### src/rtl/pc_sequencer_if.sv
// Bundle between control/ALU logic (master) and the LEGv8 program-counter unit (slave).
// Link/Ret/RasEmpty are only meaningful when the sequencer is built with PC_RAS_EN.
interface pc_sequencer_if #(
   parameter int WIDTH   = 64,
   parameter int COUNT_W = 16
);
   logic               Stall;
   logic               Branch;
   logic               ALUZero;
   logic               Uncondbranch;
   logic               RegBranch;
   logic [WIDTH-1:0]   SignExtImm;
   logic [WIDTH-1:0]   RegTarget;
   logic               Link;
   logic               Ret;
   logic [WIDTH-1:0]   CurrentPC;
   logic [WIDTH-1:0]   NextPC;
   logic               Taken;
   logic               AlignErr;
   logic [COUNT_W-1:0] TakenCount;
   logic               RasEmpty;

   modport master (
      output Stall, Branch, ALUZero, Uncondbranch, RegBranch, SignExtImm, RegTarget, Link, Ret,
      input  CurrentPC, NextPC, Taken, AlignErr, TakenCount, RasEmpty
   );

   modport slave (
      input  Stall, Branch, ALUZero, Uncondbranch, RegBranch, SignExtImm, RegTarget, Link, Ret,
      output CurrentPC, NextPC, Taken, AlignErr, TakenCount, RasEmpty
   );
endinterface

### src/rtl/pc_sequencer.sv
// LEGv8 program counter: next-PC select, stall hold, sticky misalignment flag, taken counter.
// Define PC_RAS_EN to add a circular return-address stack that predicts RET targets.
module pc_sequencer #(
   parameter int               WIDTH        = 64,
   parameter logic [WIDTH-1:0] RESET_PC     = '0,
   parameter int               OFFSET_SHIFT = 2,
   parameter int               COUNT_W      = 16,
   parameter int               RAS_DEPTH    = 4
) (
   input logic           CLK,
   input logic           Reset,
   pc_sequencer_if.slave bus
);

   logic [WIDTH-1:0]        r_pc;
   logic [COUNT_W-1:0]      r_count;
   logic                    r_align_err;

   logic signed [WIDTH-1:0] w_imm;
   logic signed [WIDTH-1:0] w_offset;
   logic [WIDTH-1:0]        w_pc_plus4;
   logic [WIDTH-1:0]        w_rel_target;
   logic [WIDTH-1:0]        w_reg_target;
   logic [WIDTH-1:0]        w_next;
   logic                    w_cond_taken;
   logic                    w_taken;

   function automatic logic [COUNT_W-1:0] sat_inc(input logic [COUNT_W-1:0] v);
      return (&v) ? v : v + COUNT_W'(1);
   endfunction

   assign w_imm        = bus.SignExtImm;
   assign w_offset     = w_imm <<< OFFSET_SHIFT;
   assign w_pc_plus4   = r_pc + WIDTH'(4);
   assign w_rel_target = r_pc + $unsigned(w_offset);
   assign w_cond_taken = bus.Branch && bus.ALUZero;
   assign w_taken      = bus.RegBranch || bus.Uncondbranch || w_cond_taken;

`ifdef PC_RAS_EN
   localparam int              PTR_W     = $clog2(RAS_DEPTH);
   localparam logic [PTR_W:0]  DEPTH_CNT = RAS_DEPTH[PTR_W:0];

   logic [WIDTH-1:0] r_ras [RAS_DEPTH];
   logic [PTR_W-1:0] r_top;
   logic [PTR_W:0]   r_ras_cnt;
   logic             w_ras_empty;
   logic             w_ras_hit;
   logic             w_pop;
   logic             w_push;
   logic [PTR_W-1:0] w_top_after_pop;
   logic [PTR_W-1:0] w_push_slot;

   assign w_ras_empty     = (r_ras_cnt == '0);
   assign w_ras_hit       = bus.RegBranch && bus.Ret && !w_ras_empty;
   assign w_pop           = w_ras_hit && !bus.Stall;
   assign w_push          = bus.Link && !bus.Stall;
   // Pop is applied before push, so a simultaneous BL/RET rewrites the current top slot.
   assign w_top_after_pop = w_pop ? r_top - PTR_W'(1) : r_top;
   assign w_push_slot     = w_top_after_pop + PTR_W'(1);
   assign w_reg_target    = w_ras_hit ? r_ras[r_top] : bus.RegTarget;
   assign bus.RasEmpty    = w_ras_empty;

   always_ff @(posedge CLK) begin
      if (Reset) begin
         r_top     <= '0;
         r_ras_cnt <= '0;
      end else if (w_push) begin
         r_top <= w_push_slot;
         if (!w_pop && r_ras_cnt != DEPTH_CNT)
            r_ras_cnt <= r_ras_cnt + 1'b1;
      end else if (w_pop) begin
         r_top     <= w_top_after_pop;
         r_ras_cnt <= r_ras_cnt - 1'b1;
      end
   end

   always_ff @(posedge CLK) begin
      if (!Reset && w_push)
         r_ras[w_push_slot] <= w_pc_plus4;
   end
`else
   logic w_unused_ras;

   assign w_unused_ras = bus.Link ^ bus.Ret;
   assign w_reg_target = bus.RegTarget;
   assign bus.RasEmpty = 1'b1;
`endif

   always_comb begin
      w_next = w_pc_plus4;
      if (bus.RegBranch)
         w_next = w_reg_target;
      else if (bus.Uncondbranch || w_cond_taken)
         w_next = w_rel_target;
   end

   always_ff @(posedge CLK) begin
      if (Reset) begin
         r_pc        <= RESET_PC;
         r_count     <= '0;
         r_align_err <= 1'b0;
      end else if (!bus.Stall) begin
         r_pc <= w_next;
         if (w_taken) begin
            r_count <= sat_inc(r_count);
            // Misaligned targets are loaded as-is; only the sticky flag records them.
            if (w_next[1:0] != 2'b00)
               r_align_err <= 1'b1;
         end
      end
   end

   assign bus.CurrentPC  = r_pc;
   assign bus.NextPC     = w_next;
   assign bus.Taken      = w_taken;
   assign bus.AlignErr   = r_align_err;
   assign bus.TakenCount = r_count;

endmodule

### src/flat_wrapper.sv
// flat-port wrapper written by rule: the top's interface ports become plain ports
module pc_sequencer_flat 
#(
   parameter int               WIDTH        = 64,
   parameter logic [WIDTH-1:0] RESET_PC     = '0,
   parameter int               OFFSET_SHIFT = 2,
   parameter int               COUNT_W      = 16,
   parameter int               RAS_DEPTH    = 4
)
  (CLK, Reset, bus_Stall, bus_Branch, bus_ALUZero, bus_Uncondbranch, bus_RegBranch, bus_SignExtImm, bus_RegTarget, bus_Link, bus_Ret, bus_CurrentPC, bus_NextPC, bus_Taken, bus_AlignErr, bus_TakenCount, bus_RasEmpty);
  pc_sequencer_if #(.WIDTH(WIDTH), .COUNT_W(COUNT_W)) bus_i ();
  input logic CLK;
  input logic Reset;
  input wire logic [$bits(bus_i.Stall)-1:0] bus_Stall;
  input wire logic [$bits(bus_i.Branch)-1:0] bus_Branch;
  input wire logic [$bits(bus_i.ALUZero)-1:0] bus_ALUZero;
  input wire logic [$bits(bus_i.Uncondbranch)-1:0] bus_Uncondbranch;
  input wire logic [$bits(bus_i.RegBranch)-1:0] bus_RegBranch;
  input wire logic [$bits(bus_i.SignExtImm)-1:0] bus_SignExtImm;
  input wire logic [$bits(bus_i.RegTarget)-1:0] bus_RegTarget;
  input wire logic [$bits(bus_i.Link)-1:0] bus_Link;
  input wire logic [$bits(bus_i.Ret)-1:0] bus_Ret;
  output wire logic [$bits(bus_i.CurrentPC)-1:0] bus_CurrentPC;
  output wire logic [$bits(bus_i.NextPC)-1:0] bus_NextPC;
  output wire logic [$bits(bus_i.Taken)-1:0] bus_Taken;
  output wire logic [$bits(bus_i.AlignErr)-1:0] bus_AlignErr;
  output wire logic [$bits(bus_i.TakenCount)-1:0] bus_TakenCount;
  output wire logic [$bits(bus_i.RasEmpty)-1:0] bus_RasEmpty;
  assign bus_i.Stall = bus_Stall;
  assign bus_i.Branch = bus_Branch;
  assign bus_i.ALUZero = bus_ALUZero;
  assign bus_i.Uncondbranch = bus_Uncondbranch;
  assign bus_i.RegBranch = bus_RegBranch;
  assign bus_i.SignExtImm = bus_SignExtImm;
  assign bus_i.RegTarget = bus_RegTarget;
  assign bus_i.Link = bus_Link;
  assign bus_i.Ret = bus_Ret;
  assign bus_CurrentPC = bus_i.CurrentPC;
  assign bus_NextPC = bus_i.NextPC;
  assign bus_Taken = bus_i.Taken;
  assign bus_AlignErr = bus_i.AlignErr;
  assign bus_TakenCount = bus_i.TakenCount;
  assign bus_RasEmpty = bus_i.RasEmpty;
  pc_sequencer #(.WIDTH(WIDTH), .RESET_PC(RESET_PC), .OFFSET_SHIFT(OFFSET_SHIFT), .COUNT_W(COUNT_W), .RAS_DEPTH(RAS_DEPTH)) u_core (.CLK(CLK), .Reset(Reset), .bus(bus_i));
endmodule
### config.mk
export PLATFORM = sky130hd
export DESIGN_NAME = pc_sequencer_flat
export DESIGN_NICKNAME = d
export VERILOG_FILES = /design/src/rtl/pc_sequencer_if.sv /design/src/rtl/pc_sequencer.sv /design/src/flat_wrapper.sv
export SDC_FILE = /design/constraint.sdc
export NUM_CORES = 1
export LEC_CHECK = 0
export CORE_MARGIN = 2
export CORE_UTILIZATION = 40
export CTS_BUF_LIST = sky130_fd_sc_hd__clkbuf_16
export DETAILED_ROUTE_END_ITERATION = 10
export HOLD_SLACK_MARGIN = 0.03
export PLACE_DENSITY_LB_ADDON = 0.25
export SLEW_MARGIN = 20
export SYNTH_ARGS = -nofsm -noshare
export SYNTH_HDL_FRONTEND = slang
export SYNTH_SLANG_ARGS = --single-unit
### constraint.sdc
create_clock -name CLK -period 7.88 [get_ports CLK]
set_input_delay 1.576 -clock CLK [delete_from_list [all_inputs] [get_ports CLK]]
set_output_delay 1.576 -clock CLK [all_outputs]
set_load 0.05 [all_outputs]
==> impl_metrics.csv, run 1 <==
group,metric,value,unit
run_status,status,"finished, final reports clean",
cts,cts.path.max_buffers,2,
routing,wirelength,28000,um
timing,rsz0062_at_grt,"false",
min_path,holdCritPathClass,"reg -> reg",
synth,synth_top_area_share,20.2,%
cells_and_area,fillers,1847,
critical_path,crit_fanout,34,
timing,period_share,93.9,%
power,p_leak,4.78,nW
critical_path,slowest_delay,610,ps
global_routing,grt_max_degree,68,
routing,drt_iter0_markers,501,
synth,synth-main-ff-cell,"dfxtp_1",
synth,synth_area_leaders,"dfxtp_1, ha_1, nand2_1",
critical_path,crit_path_end,"bus_NextPC[32]",
synth,syn_inst,1130,
critical_path,cp-startpoint,"bus_Branch",
routing,vias,9024,
placed_design,place_congestion,0.871,
critical_path,cpMaxStageDelayCell,"a221oi_1",
placed_design,dp_hpwl,21300,um
floorplan,initial_core_util,41.0,%
global_routing,grt_pass1_wl,44300,um
timing,tns,0,ps
critical_path,ff2ff_path_depth,10,
critical_path,end_kind,"primary output",
cts,insertion_delay,350,ps
cells_and_area,num_antenna_cells,0,
routing,post_drt_wl_per_cell,17.2,um
cells_and_area,multi_input_area,6050,um2
cts,cts_max_level,3,
routing,drtAntennaViolNets,0,
global_routing,antenna_found_initial,0,
routing,drc,0,
floorplan,die_h,146,um
timing,fin_skew,7.82,ps
timing,setup_viol_count_final,0,
floorplan,core-area,19600,um2
timing,finalHoldViolations,0,
critical_path,crit_path_cell_trace,"clkdlybuf4s50_1 > a21oi_4 > buf_12 > nor2b_1 > ha_1 > a21oi_1 > o221ai_1 > a21o_1 > a221oi_1 > a21oi_1 > o21a_1 > o21a_1 > o31ai_1 > buf_12",
critical_path,crit_type,"in -> out",
synth,synth_fp_nets,1330,
timing,maxSlewHeadroom,37.5,%
cells_and_area,drive_gt1_share,6.67,%
synth,synth_edf_count,0,
timing,worst_slew_pin_slew,937,ps
critical_path,r2r_end,"u_core.bus.CurrentPC[32]",
cts,numCtsBuffers,9,
global_routing,grt-ovfl-total,0,
placed_design,dp_cells,1613,
critical_path,critical_path_required,6300,ps
critical_path,worstSetupStartpointType,"input port",
cts,root_buffer,"clkbuf_16",
placed_design,port_buffers,278,
cts,postCtsResizedCells,0,
cts,clock-sinks,81,
floorplan,rows,51,
floorplan,ios,284,
power,powerDensity,162,nW/um2
cells_and_area,area_growth,42.6,%
cts,cts_tree,"yes",
synth,syn-cell-area,8040,um2
cts,path_clk_slew,70,ps
timing,slew_viol_final,0,
synth,async_flop_share,0,%
routing,via_per_inst,5.54,
flow_run,max_cap_viol_count,0,
synth,seq_area_frac_synth,20.2,%
floorplan,fp.dieArea,21300,um2
cells_and_area,design_area,11500,um2
cells_and_area,fin_cells,1629,
synth,ys_types,69,
timing,fmax,135,MHz
synth,synth_area_per_cell,7.12,um2
synth,synth_seq_cells,81,
critical_path,reg2reg_slack,4380,ps
floorplan,fp.dieW,146,um
synth,ys_warn_count,0,
global_routing,track_usage,25.3,%
cells_and_area,final_nets,1559,
cells_and_area,regArea,1620,um2
cts,cts_hold_buf,0,
routing,detail_route.first_pass.iterations,5,
critical_path,r2r-start,"u_core.bus.CurrentPC[21]",
cts,post_cts_buffers,0,
global_routing,grt_pass1_vias,8748,
placed_design,dpl_cell_area,11200,um2
critical_path,cp_data_arrival_time,5820,ps
power,ir_worst_vdd,0.103,mV
timing,fin_crit,7400,ps
synth,yosysTopAreaCell,"dfxtp_1",
stage by stage:
stage          power, mW  setup slack (ps)  util (%)  hold slack, ps
6_report            1.86               484      58.5             492
5_1_grt             1.94               251      58.5             527
4_1_cts             1.86               554      58.5             490
3_5_place_dp        1.44               572      57.1             478
3_3_place_gp        1.43               602      57.1             448
2_1_floorplan       1.09               757         -             700
routing by layer:
layer	track usage [%]	up-vias	routed length (um)
met3	5.45	39	1860
met1	31.1	4185	12200
met5	0	-	0
li1	-	4499	-
met2	44.3	301	13400
met4	7.45	0	590
worst min path at each step:
| stage | to | slack [ps] | cells after the start | from |
|---|---|---|---|---|
| finish | u_core.bus.CurrentPC[2] | 490 | 2 | u_core.bus.CurrentPC[2] |
| floorplan | u_core.bus.CurrentPC[11] | 700 | 2 | u_core.bus.CurrentPC[11] |
| CTS | u_core.bus.CurrentPC[2] | 490 | 2 | u_core.bus.CurrentPC[2] |
| global route | u_core.bus.CurrentPC[6] | 530 | 2 | u_core.bus.CurrentPC[6] |
| global placement | u_core.bus.AlignErr | 450 | 2 | u_core.bus.AlignErr |
| detailed placement | u_core.bus.AlignErr | 480 | 2 | u_core.bus.AlignErr |
power breakdown:
group          leakage (nW)  switching, mW  internal, mW
sequential            0.666         0.0264         0.437
clock                 0.140          0.200         0.217
combinational          3.97          0.592         0.381
total                  4.78          0.819          1.04
layout by cell type (no fill, tap or decap), drive strengths merged, types with 26 or more instances in the layout:
master / n
nand4: 26
mux2i: 28
o21ai: 91
xnor2: 32
inv: 28
xor2: 27
o21a: 35
nor2: 108
a21oi: 95
nor2b: 67
a21o: 31
ha: 62
buf: 52
clkdlybuf4s50: 237
nand2: 156
dfxtp: 81
logic make-up (layout without fill, tap and decap cells):
kind of cell	after synthesis	in the layout	synth area share (%)
flip-flops	81	81	20.2
other	1	1	0.0466
XOR/XNOR	59	59	6.43
AND/OR/NAND/NOR	455	455	26.9
adder cells (fa/ha/maj)	63	63	9.90
AO/OA/AOI/OAI	341	341	27.4
multiplexers	35	35	4.47
buffers and inverters	95	329	4.78
cell type report:
cell class | count | share of cell area, %
multi-input combinational | 954 | 52.7
timing repair buffer | 289 | 27.0
sequential | 81 | 14.1
tap | 265 | 2.89
clock buffer | 9 | 1.96
inverter | 24 | 0.786
clock inverter | 7 | 0.469
worst max-delay path: cells and delay by family:
family | cells | cell delay [ps]
AO/OA/AOI/OAI | 9 | 2850
buffers and inverters | 3 | 910
adder cells (fa/ha/maj) | 1 | 390
AND/OR/NAND/NOR | 1 | 70
registers in the layout, indices dropped and copies added, names as in the netlist:
signal and cells:
u_core.bus.TakenCount 16, u_core.bus.CurrentPC 64, u_core.bus.AlignErr 1
Yosys cell counts, types with 6 or more instances:
| cell | instances |
|---|---|
| nor2_1 | 108 |
| and3_1 | 12 |
| a311oi_1 | 7 |
| nand2_1 | 156 |
| inv_1 | 23 |
| ha_1 | 62 |
| nand2b_1 | 10 |
| nor3_1 | 24 |
| nand3_1 | 20 |
| nor2b_1 | 67 |
| buf_2 | 13 |
| o211a_1 | 7 |
| a211oi_1 | 9 |
| a221oi_1 | 6 |
| a21oi_1 | 92 |
| o21bai_1 | 9 |
| a31oi_1 | 11 |
| a21o_1 | 30 |
| mux2_2 | 7 |
| and2_1 | 8 |
| o21ai_0 | 86 |
| mux2i_1 | 28 |
| xnor2_1 | 32 |
| clkbuf_1 | 53 |
| o21a_1 | 35 |
| nand4_1 | 26 |
| dfxtp_1 | 81 |
| xor2_1 | 27 |
(Power assumes the default switching activity.)
==> run 2: changes to the inputs <==
--- a/config.mk
+++ b/config.mk
@@ -11,7 +11,6 @@
 export DETAILED_ROUTE_END_ITERATION = 10
 export HOLD_SLACK_MARGIN = 0.03
 export PLACE_DENSITY_LB_ADDON = 0.25
-export SLEW_MARGIN = 20
 export SYNTH_ARGS = -nofsm -noshare
 export SYNTH_HDL_FRONTEND = slang
 export SYNTH_SLANG_ARGS = --single-unit
==> results of run 2 <==
The final DEF is identical to that of run 1; final timing and power are the same.
==> run 3: changes to the inputs <==
--- a/config.mk
+++ b/config.mk
@@ -9,8 +9,9 @@
 export CORE_UTILIZATION = 40
 export CTS_BUF_LIST = sky130_fd_sc_hd__clkbuf_16
 export DETAILED_ROUTE_END_ITERATION = 10
-export HOLD_SLACK_MARGIN = 0.03
+export MAX_ROUTING_LAYER = met4
 export PLACE_DENSITY_LB_ADDON = 0.25
+export SKIP_LAST_GASP = 1
 export SYNTH_ARGS = -nofsm -noshare
 export SYNTH_HDL_FRONTEND = slang
 export SYNTH_SLANG_ARGS = --single-unit
==> run 3 against run 2 <==
  * Sequential share of layout area is essentially flat
  * Clock power is essentially flat
  * Clock-buffer cell count is the same
  * Global-route usage grew 1.2 points
  * Core utilization is essentially flat
  * Clock skew grew 0.86 ps
  * Highest routed layer unchanged
  * Setup slack gained 26 ps
  * Sequential cell count is the same
==> impl_metrics.csv, run 3 (synthesis results as in run 1) <==
group,metric,value,unit
floorplan,initial_core_util,41.0,%
timing,maxSlewHeadroom,35.5,%
critical_path,reg2reg_slack,4430,ps
cells_and_area,largest_register_ffs,64,
cts,postCtsResizedCells,0,
cts,clock-sinks,81,
global_routing,grt_max_degree,74,
cts,root_buffer,"clkbuf_16",
cts,cts_max_level,3,
floorplan,die_h,146,um
critical_path,r2r_end,"u_core.bus.CurrentPC[46]",
routing,detail_route.first_pass.iterations,5,
critical_path,ff2ff_path_depth,13,
critical_path,cpMaxStageDelayCell,"clkdlybuf4s50_1",
routing,wirelength,28200,um
routing,vias,9051,
cts,cts.path.max_buffers,2,
floorplan,core-area,19600,um2
critical_path,cp_data_arrival_time,5790,ps
placed_design,place_congestion,0.889,
cts,path_clk_slew,70,ps
timing,finalHoldViolations,0,
placed_design,port_buffers,278,
cells_and_area,final_nets,1560,
cells_and_area,num_antenna_cells,0,
timing,fin_crit,7370,ps
power,powerDensity,162,nW/um2
routing,drtAntennaViolNets,0,
cells_and_area,layout_common_cells,"clkdlybuf4s50_1, nand2_1, nor2_1",
critical_path,r2r-start,"u_core.bus.CurrentPC[2]",
cells_and_area,final_common_cell,"clkdlybuf4s50_1",
min_path,holdPathStages,2,
global_routing,grt_pass1_vias,8637,
routing,via_per_inst,5.55,
cts,numCtsBuffers,9,
routing,post_drt_wl_per_cell,17.3,um
cts,cts_hold_buf,0,
cells_and_area,fillers,1900,
critical_path,slowest_delay,900,ps
floorplan,ios,284,
timing,tns,0,ps
power,ir_worst_vdd,0.101,mV
cells_and_area,multi_input_area,6050,um2
floorplan,rows,51,
timing,fmax,136,MHz
critical_path,crit_path_cell_trace,"clkdlybuf4s50_1 > a21oi_4 > buf_12 > nor2b_1 > ha_1 > a21oi_1 > o21ai_0 > a221oi_1 > o21ai_0 > a21o_1 > a211oi_1 > clkdlybuf4s50_1",
critical_path,crit_type,"in -> out",
cts,cts_tree,"yes",
timing,setup_viol_count_final,0,
global_routing,antenna_found_initial,0,
cells_and_area,drive_gt1_share,6.74,%
global_routing,track_usage,26.5,%
timing,period_share,93.5,%
routing,drc,0,
timing,fin_skew,8.68,ps
power,total_power,1.86,mW
timing,worst_slew_pin_slew,966,ps
timing,slew_viol_final,0,
min_path,min_from,"u_core.bus.AlignErr",
min_path,min_to,"u_core.bus.AlignErr",
floorplan,fp.dieW,146,um
cts,insertion_delay,350,ps
routing,drt_iter0_markers,533,
min_path,holdCritPathClass,"reg -> reg",
cells_and_area,area_growth,42.7,%
run_status,status,"finished, final reports clean",
global_routing,grt-ovfl-total,0,
timing,rsz0062_at_grt,"false",
critical_path,end_kind,"primary output",
floorplan,fp.dieArea,21300,um2
flow_run,max_cap_viol_count,0,
critical_path,critical_path_required,6300,ps
critical_path,worstSetupStartpointType,"input port",
cells_and_area,regArea,1620,um2
critical_path,crit_fanout,34,
placed_design,dp_hpwl,21600,um
global_routing,grt_pass1_wl,44900,um
power,p_leak,4.78,nW
cells_and_area,utilization,58.6,%
cts,post_cts_buffers,0,
## run 3: changes by cell type in the layout (fill, tap and decap cells not counted)
cell      change
clkinv_4      -1
inv_6         +1
buf_4         +1
## run 3: worst max-delay path, delay by kind of cell
family / cells / cell delay, ps
AO/OA/AOI/OAI: 7 / 2160
AND/OR/NAND/NOR: 1 / 70
adder cells (fa/ha/maj): 1 / 400
buffers and inverters: 3 / 1580
## run 3: final cells by class
class	count	share of cell area [%]
Sequential cell	81	14.1
Tap cell	265	2.89
Multi-Input combinational cell	954	52.7
Inverter	24	0.785
Clock buffer	9	1.96
Timing Repair Buffer	290	27.1
Clock inverter	7	0.469
## run 3: how the worst max path moves through the flow
stage	start	to	slack [ps]
6_report	bus_Branch	bus_NextPC[35]	510
5_1_grt	bus_Branch	bus_NextPC[35]	220
4_1_cts	bus_Branch	bus_NextPC[35]	550
3_5_place_dp	bus_Branch	bus_NextPC[35]	580
3_3_place_gp	bus_Branch	bus_NextPC[35]	590
2_1_floorplan	bus_Branch	bus_NextPC[22]	760
## run 3: through the flow
step                worst slack (ps)  std cells  instance area, um2  hold WS (ps)
finish                           510       1630               11500           487
CTS                              555       1630               11500           493
global placement                 593       1614               11200           455
global route                     220       1630               11500           514
floorplan                        757       1130                8040           700
detailed placement               585       1614               11200           471
## run 3: routing by layer
layer	share of wire, %	global-route usage, %	wire length (um)	vias up
li1	-	-	-	4492
met1	44	32.9	12400	4195
met2	48	44.4	13600	326
met3	5.6	4.42	1560	38
met4	1.9	7.50	548	0
met5	0	-	0	-
## run 3: report_power, final
group / total (mW) / switching [mW] / internal (mW)
Combinational: 0.976 / 0.594 / 0.382
Clock: 0.416 / 0.198 / 0.218
Sequential: 0.465 / 0.0272 / 0.437
